## config.mk

```make
export PLATFORM = sky130hd
export DESIGN_NAME = axi_slv_port_router
export DESIGN_NICKNAME = d
export VERILOG_FILES = /design/src/rtl/axi_slv_port_router_pkg.sv /design/src/rtl/axi_slv_port_router_err_slv.sv /design/src/rtl/axi_slv_port_router.sv
export SDC_FILE = /design/constraint.sdc
export NUM_CORES = 1
export LEC_CHECK = 0
export BUFFER_PORTS_ARGS = -buffer_cell sky130_fd_sc_hd__buf_2
export CAP_MARGIN = 25
export CORE_AREA = 2 2 621 623
export CTS_CLUSTER_SIZE = 40
export DETAILED_ROUTE_END_ITERATION = 16
export DIE_AREA = 0 0 623 625
export SLEW_MARGIN = 15
export SYNTH_ARGS = -nofsm -noshare
export SYNTH_HDL_FRONTEND = slang
export SYNTH_SLANG_ARGS = --single-unit
export TNS_END_PERCENT = 1
```

## constraint.sdc

```tcl
create_clock -name clk_i -period 5.6 [get_ports clk_i]
set_input_delay 0 -clock clk_i [delete_from_list [all_inputs] [get_ports clk_i]]
set_output_delay 0 -clock clk_i [all_outputs]
set_load 0.005 [all_outputs]
```

## src/rtl/axi_slv_port_router_pkg.sv

```systemverilog
// Shared types for the AXI slave-port router: channel structs, bundles, rules and decode helper.
package axi_slv_port_router_pkg;

    localparam int unsigned AddrWidth    = 32;
    localparam int unsigned DataWidth    = 64;
    localparam int unsigned StrbWidth    = DataWidth / 8;
    localparam int unsigned IdWidth      = 4;
    localparam int unsigned RuleIdxWidth = 8;

    localparam logic [1:0] RESP_OKAY   = 2'b00;
    localparam logic [1:0] RESP_DECERR = 2'b11;

    typedef logic [AddrWidth-1:0] addr_t;
    typedef logic [DataWidth-1:0] data_t;
    typedef logic [StrbWidth-1:0] strb_t;
    typedef logic [IdWidth-1:0]   id_t;

    typedef struct packed {
        id_t        id;
        addr_t      addr;
        logic [7:0] len;
        logic [2:0] size;
        logic [1:0] burst;
        logic [5:0] atop;
    } aw_chan_t;

    typedef struct packed {
        data_t data;
        strb_t strb;
        logic  last;
    } w_chan_t;

    typedef struct packed {
        id_t        id;
        logic [1:0] resp;
    } b_chan_t;

    typedef struct packed {
        id_t        id;
        addr_t      addr;
        logic [7:0] len;
        logic [2:0] size;
        logic [1:0] burst;
    } ar_chan_t;

    typedef struct packed {
        id_t        id;
        data_t      data;
        logic [1:0] resp;
        logic       last;
    } r_chan_t;

    typedef struct packed {
        aw_chan_t aw;
        logic     aw_valid;
        w_chan_t  w;
        logic     w_valid;
        logic     b_ready;
        ar_chan_t ar;
        logic     ar_valid;
        logic     r_ready;
    } req_t;

    typedef struct packed {
        logic    aw_ready;
        logic    ar_ready;
        logic    w_ready;
        b_chan_t b;
        logic    b_valid;
        r_chan_t r;
        logic    r_valid;
    } resp_t;

    typedef struct packed {
        logic [RuleIdxWidth-1:0] idx;
        addr_t                   start_addr;
        addr_t                   end_addr;
    } rule_t;

    // Half-open interval match: start_addr <= addr < end_addr.
    function automatic logic addr_decode(input rule_t rule, input addr_t addr);
        return (addr >= rule.start_addr) && (addr < rule.end_addr);
    endfunction

endpackage

```

## src/rtl/axi_slv_port_router_err_slv.sv

```systemverilog
// Decode-error responder: sinks writes and answers every burst with DECERR.
module axi_slv_port_router_err_slv
    import axi_slv_port_router_pkg::*;
(
    input  logic  clk_i,
    input  logic  rst_i,
    input  req_t  req_i,
    output resp_t resp_o
);

    localparam int unsigned IdDepth = 4;
    localparam logic [0:0] RdIdle = 1'b0;
    localparam logic [0:0] RdBusy = 1'b1;

    id_t        id_fifo_q [IdDepth];
    logic [1:0] wr_ptr_q, rd_ptr_q;
    logic [2:0] id_cnt_q;
    logic       b_valid_q;
    id_t        b_id_q;
    logic [0:0] rd_state_q;
    id_t        r_id_q;
    logic [7:0] r_len_q, r_cnt_q;

    logic aw_hs, w_last_hs, b_hs, ar_hs, r_hs;
    logic unused_req;

    assign unused_req = ^req_i;

    always_comb begin
        resp_o          = '0;
        resp_o.aw_ready = (id_cnt_q != 3'd4);
        // W stalls while a B is pending so only one B is ever in flight.
        resp_o.w_ready  = (id_cnt_q != 3'd0) && !b_valid_q;
        resp_o.b.id     = b_id_q;
        resp_o.b.resp   = RESP_DECERR;
        resp_o.b_valid  = b_valid_q;
        resp_o.ar_ready = (rd_state_q == RdIdle);
        resp_o.r.id     = r_id_q;
        resp_o.r.data   = '0;
        resp_o.r.resp   = RESP_DECERR;
        resp_o.r.last   = (r_cnt_q == r_len_q);
        resp_o.r_valid  = (rd_state_q == RdBusy);
    end

    assign aw_hs     = req_i.aw_valid && resp_o.aw_ready;
    assign w_last_hs = req_i.w_valid && resp_o.w_ready && req_i.w.last;
    assign b_hs      = b_valid_q && req_i.b_ready;
    assign ar_hs     = req_i.ar_valid && resp_o.ar_ready;
    assign r_hs      = resp_o.r_valid && req_i.r_ready;

    always_ff @(posedge clk_i) begin
        if (rst_i) begin
            wr_ptr_q  <= '0;
            rd_ptr_q  <= '0;
            id_cnt_q  <= '0;
            b_valid_q <= 1'b0;
            b_id_q    <= '0;
            for (int unsigned i = 0; i < IdDepth; i++) id_fifo_q[i] <= '0;
        end else begin
            if (aw_hs) begin
                id_fifo_q[wr_ptr_q] <= req_i.aw.id;
                wr_ptr_q            <= wr_ptr_q + 2'd1;
            end
            if (w_last_hs) begin
                b_id_q    <= id_fifo_q[rd_ptr_q];
                rd_ptr_q  <= rd_ptr_q + 2'd1;
                b_valid_q <= 1'b1;
            end else if (b_hs) begin
                b_valid_q <= 1'b0;
            end
            if (aw_hs && !w_last_hs) begin
                id_cnt_q <= id_cnt_q + 3'd1;
            end else if (!aw_hs && w_last_hs) begin
                id_cnt_q <= id_cnt_q - 3'd1;
            end
        end
    end

    always_ff @(posedge clk_i) begin
        if (rst_i) begin
            rd_state_q <= RdIdle;
            r_id_q     <= '0;
            r_len_q    <= '0;
            r_cnt_q    <= '0;
        end else begin
            unique case (rd_state_q)
                RdIdle: begin
                    if (ar_hs) begin
                        r_id_q     <= req_i.ar.id;
                        r_len_q    <= req_i.ar.len;
                        r_cnt_q    <= '0;
                        rd_state_q <= RdBusy;
                    end
                end
                RdBusy: begin
                    if (r_hs) begin
                        if (resp_o.r.last) rd_state_q <= RdIdle;
                        else               r_cnt_q    <= r_cnt_q + 8'd1;
                    end
                end
                default: rd_state_q <= RdIdle;
            endcase
        end
    end

endmodule

```

## src/rtl/axi_slv_port_router.sv

```systemverilog
// AXI4 slave-port front end: decodes AW/AR, routes to one target per direction, keeps W order.
module axi_slv_port_router
    import axi_slv_port_router_pkg::*;
#(
    parameter int unsigned NoMstPorts = 4,
    parameter int unsigned NoRules    = 4,
    parameter int unsigned MaxTrans   = 8,
    localparam int unsigned PortWidth = (NoMstPorts > 1) ? $clog2(NoMstPorts) : 1
) (
    input  logic                 clk_i,
    input  logic                 rst_i,
    input  req_t                 slv_req_i,
    output resp_t                slv_resp_o,
    output req_t                 mst_reqs_o [NoMstPorts],
    input  resp_t                mst_resps_i [NoMstPorts],
    input  rule_t                addr_map_i [NoRules],
    input  logic                 en_default_mst_port_i,
    input  logic [PortWidth-1:0] default_mst_port_i
);

    localparam int unsigned SelWidth = $clog2(NoMstPorts + 1);
    localparam int unsigned CntWidth = $clog2(MaxTrans + 1);
    localparam int unsigned PtrWidth = (MaxTrans > 1) ? $clog2(MaxTrans) : 1;

    typedef logic [SelWidth-1:0] sel_t;
    typedef logic [CntWidth-1:0] cnt_t;
    typedef logic [PtrWidth-1:0] ptr_t;

    localparam sel_t ErrIdx  = sel_t'(NoMstPorts);
    localparam cnt_t MaxCnt  = cnt_t'(MaxTrans);
    localparam cnt_t CntOne  = cnt_t'(1);
    localparam ptr_t PtrLast = ptr_t'(MaxTrans - 1);
    localparam ptr_t PtrOne  = ptr_t'(1);

    function automatic sel_t decode(input addr_t addr, input rule_t map [NoRules],
                                    input logic en_def, input logic [PortWidth-1:0] def_port);
        sel_t tgt;
        logic hit;
        tgt = ErrIdx;
        hit = 1'b0;
        for (int unsigned i = 0; i < NoRules; i++) begin
            if (addr_decode(map[i], addr)) begin
                hit = 1'b1;
                tgt = (32'(map[i].idx) < NoMstPorts) ? sel_t'(map[i].idx) : ErrIdx;
            end
        end
        if (!hit && en_def) tgt = sel_t'(def_port);
        return tgt;
    endfunction

    function automatic ptr_t ptr_inc(input ptr_t ptr);
        return (ptr == PtrLast) ? '0 : ptr + PtrOne;
    endfunction

    logic act;
    sel_t aw_tgt, aw_lock_tgt_q, last_aw_tgt_q;
    sel_t ar_tgt, ar_lock_tgt_q, last_ar_tgt_q;
    logic aw_lock_q, ar_lock_q;
    logic aw_go, ar_go, aw_hs, ar_hs, b_hs, r_last_hs, w_last_hs;
    cnt_t w_out_q, w_out_d, r_out_q, r_out_d;

    sel_t w_fifo_q [MaxTrans];
    ptr_t w_wr_ptr_q, w_rd_ptr_q;
    cnt_t w_cnt_q;
    logic w_nonempty, w_full;
    sel_t w_head;

    req_t  err_req;
    resp_t err_resp;

    assign act        = !rst_i;
    assign w_nonempty = (w_cnt_q != '0);
    assign w_full     = (w_cnt_q == MaxCnt);
    assign w_head     = w_fifo_q[w_rd_ptr_q];

    // The target is frozen once a valid has been presented, so a changing address map cannot
    // retarget a pending request.
    assign aw_tgt = aw_lock_q ? aw_lock_tgt_q
        : decode(slv_req_i.aw.addr, addr_map_i, en_default_mst_port_i, default_mst_port_i);
    assign ar_tgt = ar_lock_q ? ar_lock_tgt_q
        : decode(slv_req_i.ar.addr, addr_map_i, en_default_mst_port_i, default_mst_port_i);

    assign aw_go = act && slv_req_i.aw_valid && !w_full && (w_out_q != MaxCnt)
                   && !((w_out_q != '0) && (aw_tgt != last_aw_tgt_q));
    assign ar_go = act && slv_req_i.ar_valid && (r_out_q != MaxCnt)
                   && !((r_out_q != '0) && (ar_tgt != last_ar_tgt_q));

    always_comb begin
        for (int unsigned j = 0; j < NoMstPorts; j++) begin
            mst_reqs_o[j]          = slv_req_i;
            mst_reqs_o[j].aw_valid = aw_go && (aw_tgt == sel_t'(j));
            mst_reqs_o[j].w_valid  = act && slv_req_i.w_valid && w_nonempty
                                     && (w_head == sel_t'(j));
            mst_reqs_o[j].b_ready  = act && slv_req_i.b_ready && (last_aw_tgt_q == sel_t'(j));
            mst_reqs_o[j].ar_valid = ar_go && (ar_tgt == sel_t'(j));
            mst_reqs_o[j].r_ready  = act && slv_req_i.r_ready && (last_ar_tgt_q == sel_t'(j));
        end
        err_req          = slv_req_i;
        err_req.aw_valid = aw_go && (aw_tgt == ErrIdx);
        err_req.w_valid  = act && slv_req_i.w_valid && w_nonempty && (w_head == ErrIdx);
        err_req.b_ready  = act && slv_req_i.b_ready && (last_aw_tgt_q == ErrIdx);
        err_req.ar_valid = ar_go && (ar_tgt == ErrIdx);
        err_req.r_ready  = act && slv_req_i.r_ready && (last_ar_tgt_q == ErrIdx);
    end

    always_comb begin
        slv_resp_o = '0;
        for (int unsigned j = 0; j < NoMstPorts; j++) begin
            if (aw_tgt == sel_t'(j)) slv_resp_o.aw_ready = mst_resps_i[j].aw_ready;
            if (ar_tgt == sel_t'(j)) slv_resp_o.ar_ready = mst_resps_i[j].ar_ready;
            if (w_head == sel_t'(j)) slv_resp_o.w_ready  = mst_resps_i[j].w_ready;
            if (last_aw_tgt_q == sel_t'(j)) begin
                slv_resp_o.b       = mst_resps_i[j].b;
                slv_resp_o.b_valid = mst_resps_i[j].b_valid;
            end
            if (last_ar_tgt_q == sel_t'(j)) begin
                slv_resp_o.r       = mst_resps_i[j].r;
                slv_resp_o.r_valid = mst_resps_i[j].r_valid;
            end
        end
        if (aw_tgt == ErrIdx) slv_resp_o.aw_ready = err_resp.aw_ready;
        if (ar_tgt == ErrIdx) slv_resp_o.ar_ready = err_resp.ar_ready;
        if (w_head == ErrIdx) slv_resp_o.w_ready  = err_resp.w_ready;
        if (last_aw_tgt_q == ErrIdx) begin
            slv_resp_o.b       = err_resp.b;
            slv_resp_o.b_valid = err_resp.b_valid;
        end
        if (last_ar_tgt_q == ErrIdx) begin
            slv_resp_o.r       = err_resp.r;
            slv_resp_o.r_valid = err_resp.r_valid;
        end
        slv_resp_o.aw_ready = slv_resp_o.aw_ready && aw_go;
        slv_resp_o.ar_ready = slv_resp_o.ar_ready && ar_go;
        slv_resp_o.w_ready  = slv_resp_o.w_ready && w_nonempty && act;
        slv_resp_o.b_valid  = slv_resp_o.b_valid && act;
        slv_resp_o.r_valid  = slv_resp_o.r_valid && act;
    end

    assign aw_hs     = slv_resp_o.aw_ready;
    assign ar_hs     = slv_resp_o.ar_ready;
    assign w_last_hs = slv_resp_o.w_ready && slv_req_i.w_valid && slv_req_i.w.last;
    assign b_hs      = slv_resp_o.b_valid && slv_req_i.b_ready;
    assign r_last_hs = slv_resp_o.r_valid && slv_req_i.r_ready && slv_resp_o.r.last;

    always_comb begin
        w_out_d = w_out_q;
        r_out_d = r_out_q;
        if (aw_hs && !b_hs)      w_out_d = w_out_q + CntOne;
        else if (!aw_hs && b_hs) w_out_d = w_out_q - CntOne;
        if (ar_hs && !r_last_hs)      r_out_d = r_out_q + CntOne;
        else if (!ar_hs && r_last_hs) r_out_d = r_out_q - CntOne;
    end

    always_ff @(posedge clk_i) begin
        if (rst_i) begin
            w_out_q       <= '0;
            r_out_q       <= '0;
            aw_lock_q     <= 1'b0;
            ar_lock_q     <= 1'b0;
            aw_lock_tgt_q <= '0;
            ar_lock_tgt_q <= '0;
            last_aw_tgt_q <= '0;
            last_ar_tgt_q <= '0;
        end else begin
            w_out_q <= w_out_d;
            r_out_q <= r_out_d;
            if (aw_hs) begin
                aw_lock_q     <= 1'b0;
                last_aw_tgt_q <= aw_tgt;
            end else if (aw_go) begin
                aw_lock_q     <= 1'b1;
                aw_lock_tgt_q <= aw_tgt;
            end
            if (ar_hs) begin
                ar_lock_q     <= 1'b0;
                last_ar_tgt_q <= ar_tgt;
            end else if (ar_go) begin
                ar_lock_q     <= 1'b1;
                ar_lock_tgt_q <= ar_tgt;
            end
        end
    end

    always_ff @(posedge clk_i) begin
        if (rst_i) begin
            w_wr_ptr_q <= '0;
            w_rd_ptr_q <= '0;
            w_cnt_q    <= '0;
            for (int unsigned i = 0; i < MaxTrans; i++) w_fifo_q[i] <= '0;
        end else begin
            if (aw_hs) begin
                w_fifo_q[w_wr_ptr_q] <= aw_tgt;
                w_wr_ptr_q           <= ptr_inc(w_wr_ptr_q);
            end
            if (w_last_hs) w_rd_ptr_q <= ptr_inc(w_rd_ptr_q);
            if (aw_hs && !w_last_hs)      w_cnt_q <= w_cnt_q + CntOne;
            else if (!aw_hs && w_last_hs) w_cnt_q <= w_cnt_q - CntOne;
        end
    end

    axi_slv_port_router_err_slv u_err_slv (
        .clk_i  (clk_i),
        .rst_i  (rst_i),
        .req_i  (err_req),
        .resp_o (err_resp)
    );

endmodule

```

* After elaboration in Yosys (flattened, before gate mapping)
Memory sizes are Yosys's and may differ from the RTL's. A register that Yosys moved wholly into a read port is not among the register bits. Cells that the tools add are included.
Word-level totals: bits in writable memories 40, bits in registers 61, memories kept 2
Operators by class: multiplexer cells 85, equality and inequality tests 32, $lt $le $gt $ge 20, $add $sub $neg 13, reductions and logical operators 110, bitwise gates (word level) 3
Memory list:
- w_fifo_q | words 8, width 3, read ports 1, clocked after memory_dff 1, wr ports 8, line axi_slv_port_router.sv:62 | sel_t w_fifo_q [MaxTrans];
- u_err_slv.id_fifo_q | words 4, width 4, read ports 1, clocked after memory_dff 1, wr ports 4, line axi_slv_port_router_err_slv.sv:15 | id_t id_fifo_q [IdDepth];
Operators with widths (number):
- 72-bit two-way mux | 5
- 32-bit greater-or-equal comparator | 8
- 32-bit < comparator | 8
- 1-bit logical AND | 74
- 3-bit two-way mux | 24
- 1-bit two-way mux | 38
- 7-bit two-way mux | 5
- 8-bit by 3-bit < comparator with 1-bit output (second input constant) | 4
- 3-bit by 2-bit equality test with 1-bit output (second input constant) | 10
- 4-bit two-way mux | 7
- 8-bit two-way mux | 3
- 3-bit equality test (second input constant) | 7
- 8-bit case mux with 2 select lines | 1
- 3-bit by 1-bit equality test with 1-bit output (second input constant) | 5
- 3-bit zero test | 5
- 1-bit zero test | 14
- 4-bit by 1-bit adder with 4-bit output (second input constant) | 3
- 4-bit nonzero test | 3
- 4-bit by 1-bit subtractor with 4-bit output (second input constant) | 3
- 2-bit nonzero test | 5
- 3-bit by 1-bit adder with 3-bit output (second input constant) | 3
- 8-bit by 1-bit adder with 8-bit output (second input constant) | 1
- 8-bit equality test | 1
- 4-bit != test (second input constant) | 2
- 16 further kinds | 24

* Logic depth before layout (Yosys ltp)
depth in word-level cells 22, gate-level depth with buffers 25, gate-level depth less buffers 23

* Hierarchy
A second synthesis with hierarchy kept.
Second synthesis, totals: cells, all modules 3267, area total of the unflattened synthesis 26532.9 um^2
By module, submodules not included:
- axi_slv_port_router | area an instance 23832.9 um^2, seq. area each 1421.4 um^2, instances 1, cells each 2976
- axi_slv_port_router_err_slv | area an instance 2700.1 um^2, seq. area each 1141.1 um^2, instances 1, cells each 291

* Worst setup path after synthesis
No wires, ideal clock.
path type input to register, from input port addr_map_i[82] (netlist bit), to register w_cnt_q[3], data arrival time 4.438 ns, slack 1.091 ns, setup time 0.070 ns, cell stages on the path 25, data required time 5.530 ns, cell sequence inv_1 ha_1 a21o_1 a21o_1 a211o_1 a21oi_1 o41ai_1 or3_1 clkbuf_1 and3_1 a32o_1 a221oi_2 nand2_1 o221ai_2 o21ai_2 buf_2 inv_2 ha_1 inv_1 ha_1 a21o_1 a21oi_1 xnor2_1 or3_1 a21oi_1
Between the ends: word-level cells in the longest chain between the ends 18, elaborated cells on any way between the ends 30, those cells by class order compare (1); eq/ne (5); mux (12); reduce/logical (12)
Ends and longest elaborated chain:
- start, declared | line axi_slv_port_router.sv:16 | input rule_t addr_map_i [NoRules],
- 32-bit < comparator (*) | line axi_slv_port_router_pkg.sv:82 | return (addr >= rule.start_addr) && (addr < rule.end_addr);
- 1-bit logical AND (*) | line axi_slv_port_router_pkg.sv:82
- 1-bit two-way mux (2 in a row) | line axi_slv_port_router.sv:42 | if (addr_decode(map[i], addr)) begin
- 1-bit zero test | line axi_slv_port_router.sv:47 | if (!hit && en_def) tgt = sel_t'(def_port);
- 1-bit logical AND | line axi_slv_port_router.sv:47
- 3-bit two-way mux (*) | line axi_slv_port_router.sv:47
- 3-bit two-way mux (*) | line axi_slv_port_router.sv:78 | assign aw_tgt = aw_lock_q ? aw_lock_tgt_q
- 3-bit zero test | line axi_slv_port_router.sv:109 | if (aw_tgt == sel_t'(j)) slv_resp_o.aw_ready = mst_resps_i[j].aw_ready;
- 1-bit two-way mux (4 in a row) | line axi_slv_port_router.sv:109
- 1-bit two-way mux | line axi_slv_port_router.sv:121 | if (aw_tgt == ErrIdx) slv_resp_o.aw_ready = err_resp.aw_ready;
- 1-bit logical AND (*) | line axi_slv_port_router.sv:132 | slv_resp_o.aw_ready = slv_resp_o.aw_ready && aw_go;
- via aw_hs | line axi_slv_port_router.sv:59 | logic aw_go, ar_go, aw_hs, ar_hs, b_hs, r_last_hs, w_last_hs;
- 1-bit zero test | line axi_slv_port_router.sv:197 | else if (!aw_hs && w_last_hs) w_cnt_q <= w_cnt_q - CntOne;
- 1-bit logical AND | line axi_slv_port_router.sv:197
- 2-bit nonzero test (no line)
- end signal, assigned | line axi_slv_port_router.sv:196 | if (aw_hs && !w_last_hs) w_cnt_q <= w_cnt_q + CntOne;
- end signal, assigned | line axi_slv_port_router.sv:197
- end, declared | line axi_slv_port_router.sv:64 | cnt_t w_cnt_q;
The timed path passes the listed nets; every way through them passes the cells marked *. A chain may end at the register's enable or synchronous reset.

* Worst setup path after layout
from input port slv_req_i[156] (netlist bit), to register w_cnt_q[3]
Between the ends: word-level cells in the longest chain between the ends 20, elaborated cells on any way between the ends 44, those cells by class order compare (8); eq/ne (5); mux (16); reduce/logical (15)
Ends and longest elaborated chain:
- start, declared | line axi_slv_port_router.sv:12 | input req_t slv_req_i,
- 32-bit greater-or-equal comparator / 32-bit < comparator (equally long branches) | line axi_slv_port_router_pkg.sv:82
- 1-bit logical AND | line axi_slv_port_router_pkg.sv:82
- 1-bit two-way mux (4 in a row) | line axi_slv_port_router.sv:42
- 1-bit zero test | line axi_slv_port_router.sv:47
- 1-bit logical AND | line axi_slv_port_router.sv:47
- 3-bit two-way mux (*) | line axi_slv_port_router.sv:47
- 3-bit two-way mux (*) | line axi_slv_port_router.sv:78
- 3-bit zero test | line axi_slv_port_router.sv:109
- 1-bit two-way mux (4 in a row) | line axi_slv_port_router.sv:109
- 1-bit two-way mux | line axi_slv_port_router.sv:121
- 1-bit logical AND (*) | line axi_slv_port_router.sv:132
- 1-bit zero test | line axi_slv_port_router.sv:197
- 1-bit logical AND | line axi_slv_port_router.sv:197
- 2-bit nonzero test (no line)
Mark *: on every way between the ends. The rest lies on a longest branch, timed or not.

==> impl_metrics.tcl <==
set metrics [dict create \
    cts_tree "yes" \
    worst_pin_slew_ns 1.05 \
    fin_area_mm2 0.0350 \
    whs_path_depth 0 \
    clock-sinks 108 \
    core_mm2 0.384 \
    synthArstFlopShare 0 \
    avgSynthCellArea_um2 8.27 \
    area_growth_pct 35.6 \
    cp.arrival_ns 5.56 \
    pre_cts_ws_ns -0.750 \
    globalplace.congestion 0.991 \
    yosys_warnings 0 \
    seqPwrFrac 0.167 \
    timing.fmax_mhz 191 \
    min_period_over_period 0.937 \
    cp-start-kind "input pin" \
    outcome "finished clean" \
    layout_common_cells "1,126 x buf_2, 519 x ha_1, 287 x inv_1" \
    drive_gt1_frac 0.406 \
    power_density_mw_per_mm2 191 \
    p_comb_frac 0.729 \
    min-delay-start "slv_req_i[110]" \
    maxSlewViolCount 0 \
    grt.total_usage 0.125 \
    finalClockSkew_ns 0.0217 \
    ys_ff_latch 108 \
    hpwl_um 235000 \
    setup_violations 0 \
    drc 0 \
    grt_pass1_vias 25325 \
    grt_pass1_wl_um 309000 \
    clock_latency_ns 0.39 \
    postPlaceCellArea_mm2 0.0343 \
    clk_path_buf_depth 2 \
    fillers 44821 \
    syn_nets 4452 \
    cts_buffers 9 \
    r2r_end "w_cnt_q[3]" \
    post-cts-setup-buffers 0 \
    cts-root-buf "clkbuf_16" \
    port_buffers 1132 \
    p_sw_mw 3.67 \
    die_h_um 625 \
    hp-class "in2out" \
    ys_seq_area_frac 0.0991 \
    max-slew-margin-rel 0.301 \
    wl_per_cell_um 28.9 \
    clkPwrFrac 0.103 \
    final_util 0.0913 \
    fin_cells 8862 \
    worstHoldEndpoint "mst_reqs_o[656]" \
    ctsHtreeMaxLevel 3 \
    path_class "in2reg" \
    grt_overflow 0 \
    rrSetupSlack_ns 1.10 \
    rows 228 \
    leakage_nw 15.7 \
    layout_commonest_cell "buf_2" \
    maxCapViolations 0 \
    cp.required_ns 5.91 \
    swShare 0.546 \
    layout_min_cycle_time_ns 5.25 \
    cts.clk_slew.worst_paths_ns 0.09 \
    io_pins 1613 \
    antenna_found_initial 136 \
    multiInputGateArea_mm2 0.0168 \
    crit_path_end_kind "flop" \
    synth_ff_type "dfxtp_1" \
    fin_ws_ns 0.353 \
    vdd_drop_max_mv 0.184 \
    netlist_area_mm2 0.0258 \
    firstDrtPassIters 5 \
    post_drt_via_cell_ratio 3.04 \
    synth_cell_types 93 \
    power.internal_mw 3.04 \
    dp_cells 8762 \
    grt_max_degree 56 \
    vias 26981 \
    drt-total-wl_um 256000 \
    dieArea_mm2 0.389 \
    ff2ff_path_depth 16 \
    synth-edff-count 40 \
    register_area_mm2 0.00257 \
    rsz0062_at_grt "no" \
    drt_iter0_drc 2057 \
    ant_nets 0 \
    start_util 0.0674 \
    hold_viol 0 \
    critPathMaxFanout 12 \
    die_x_um 623 \
    postSynthCellCount 3126 \
    setup_tns_ns 0 \
    nets 5055 \
]
## worst max path at each step
| stage | start | to | depth (start not counted) |
|---|---|---|---|
| floorplan | addr_map_i[82] | w_cnt_q[3] | 25 |
| global placement | slv_req_i[37] | r_out_q[3] | 24 |
| detailed placement | slv_req_i[35] | r_out_q[3] | 24 |
| CTS | slv_req_i[29] | r_out_q[3] | 23 |
| global route | slv_req_i[41] | r_out_q[3] | 27 |
| finish | slv_req_i[156] | w_cnt_q[3] | 25 |
## final cells by class
cell class                 count  area share
timing repair buffer        1365       0.222
sequential                   108      0.0733
multi-input combinational   1956       0.479
clock buffer                   9     0.00643
clock inverter                 7     0.00253
inverter                     289      0.0310
antenna                       68     0.00486
tap                         5060       0.181
## synthesized netlist by cell type (13+ instances only)
cell      number  area share
nand4_1       73       0.018
clkbuf_1      38      0.0055
nor4_1        20      0.0048
mux4_2        84       0.073
inv_1        288       0.042
buf_1         17      0.0025
xnor2_1       22      0.0075
o21ai_0      114       0.022
dfxtp_1       68       0.053
nand2_1      141       0.020
edfxtp_1      40       0.046
nand2b_1      25      0.0061
buf_4        712        0.21
and4_1        13      0.0044
nand3_1       59       0.011
nor2_1       131       0.019
a21oi_1      187       0.036
and3_1        25      0.0061
a21o_1        56       0.016
ha_1         519        0.25
mux2i_1       39       0.015
o21a_1        26      0.0076
a211oi_1      36       0.010
nor3_1        52       0.010
and2_1        77       0.019
o21ai_1       14      0.0027
o211ai_1      17      0.0049
## power groups by stage
stage          clock network [mW]  registers [mW]  logic, mW
2_1_floorplan                   0            1.02       2.44
3_3_place_gp                    0            1.13       4.98
3_5_place_dp                    0            1.14       5.00
4_1_cts                     0.710            1.12       5.04
5_1_grt                     0.739            1.15       5.34
6_report                    0.693            1.12       4.89
## cells by family after synthesis
logic type / Yosys count / share of synthesized area
compound gates: 598 / 0.151
xor+xnor: 27 / 0.00915
fa+ha+maj: 523 / 0.254
buf+inv: 1062 / 0.258
flops: 108 / 0.0991
mux: 129 / 0.0909
simple gates: 679 / 0.137
## state kept, by name, summed over array words and instances, names as in the netlist, named ones only
signal and cells:
w_fifo_q 24, aw_lock_q 1, u_err_slv.r_cnt_q 8, u_err_slv.id_cnt_q 3, w_cnt_q 4, last_ar_tgt_q 3
u_err_slv.rd_state_q 1, u_err_slv.b_valid_q 1, r_out_q 4, last_aw_tgt_q 3, u_err_slv.r_len_q 8, u_err_slv.id_fifo_q 16
u_err_slv.b_id_q 4, ar_lock_tgt_q 3, u_err_slv.r_id_q 4, w_wr_ptr_q 3, w_out_q 4, w_rd_ptr_q 3
u_err_slv.rd_ptr_q 2, ar_lock_q 1, u_err_slv.wr_ptr_q 2, aw_lock_tgt_q 3
## critical path: stages
cell      delay [ns]
buf_2           0.42
ha_1            0.35
a21o_1          0.20
a21o_1          0.17
a211o_1         0.27
a21oi_2         0.19
buf_4           0.23
o41ai_1         0.12
or3_1           0.44
buf_4           0.23
and3_1          0.15
a32o_1          0.31
a221oi_2        0.39
nand2_1         0.16
o221ai_2        0.25
o21ai_2         0.11
inv_2           0.11
ha_1            0.19
inv_1           0.07
ha_1            0.28
a21o_1          0.18
a21oi_1         0.17
xnor2_1         0.09
or3_1           0.30
a21oi_1         0.14
## stage by stage
| stage | hold WS (ns) | total power [mW] |
|---|---|---|
| floorplan | 0.0808 | 3.46 |
| global placement | 0.000217 | 6.11 |
| detailed placement | 0.000217 | 6.14 |
| CTS | 0.000217 | 6.87 |
| global route | 0.000127 | 7.22 |
| finish | 0.0000850 | 6.71 |
## per-layer routing
| metal | share of wire | track usage | vias up |
|---|---|---|---|
| li1 | - | - | 11815 |
| met1 | 0.33 | 0.120 | 12896 |
| met2 | 0.50 | 0.224 | 1823 |
| met3 | 0.13 | 0.0706 | 395 |
| met4 | 0.037 | 0.0411 | 52 |
| met5 | 0.0038 | 0.0121 | - |
## repair_timing
item,4_1_cts,5_1_grt
hold endpoints to repair,11,0
pin swaps,0,1
resized for setup,7,7
hold buffers,16,0
endpoints found under the setup margin,3,3
(Power assumes the default switching activity.)
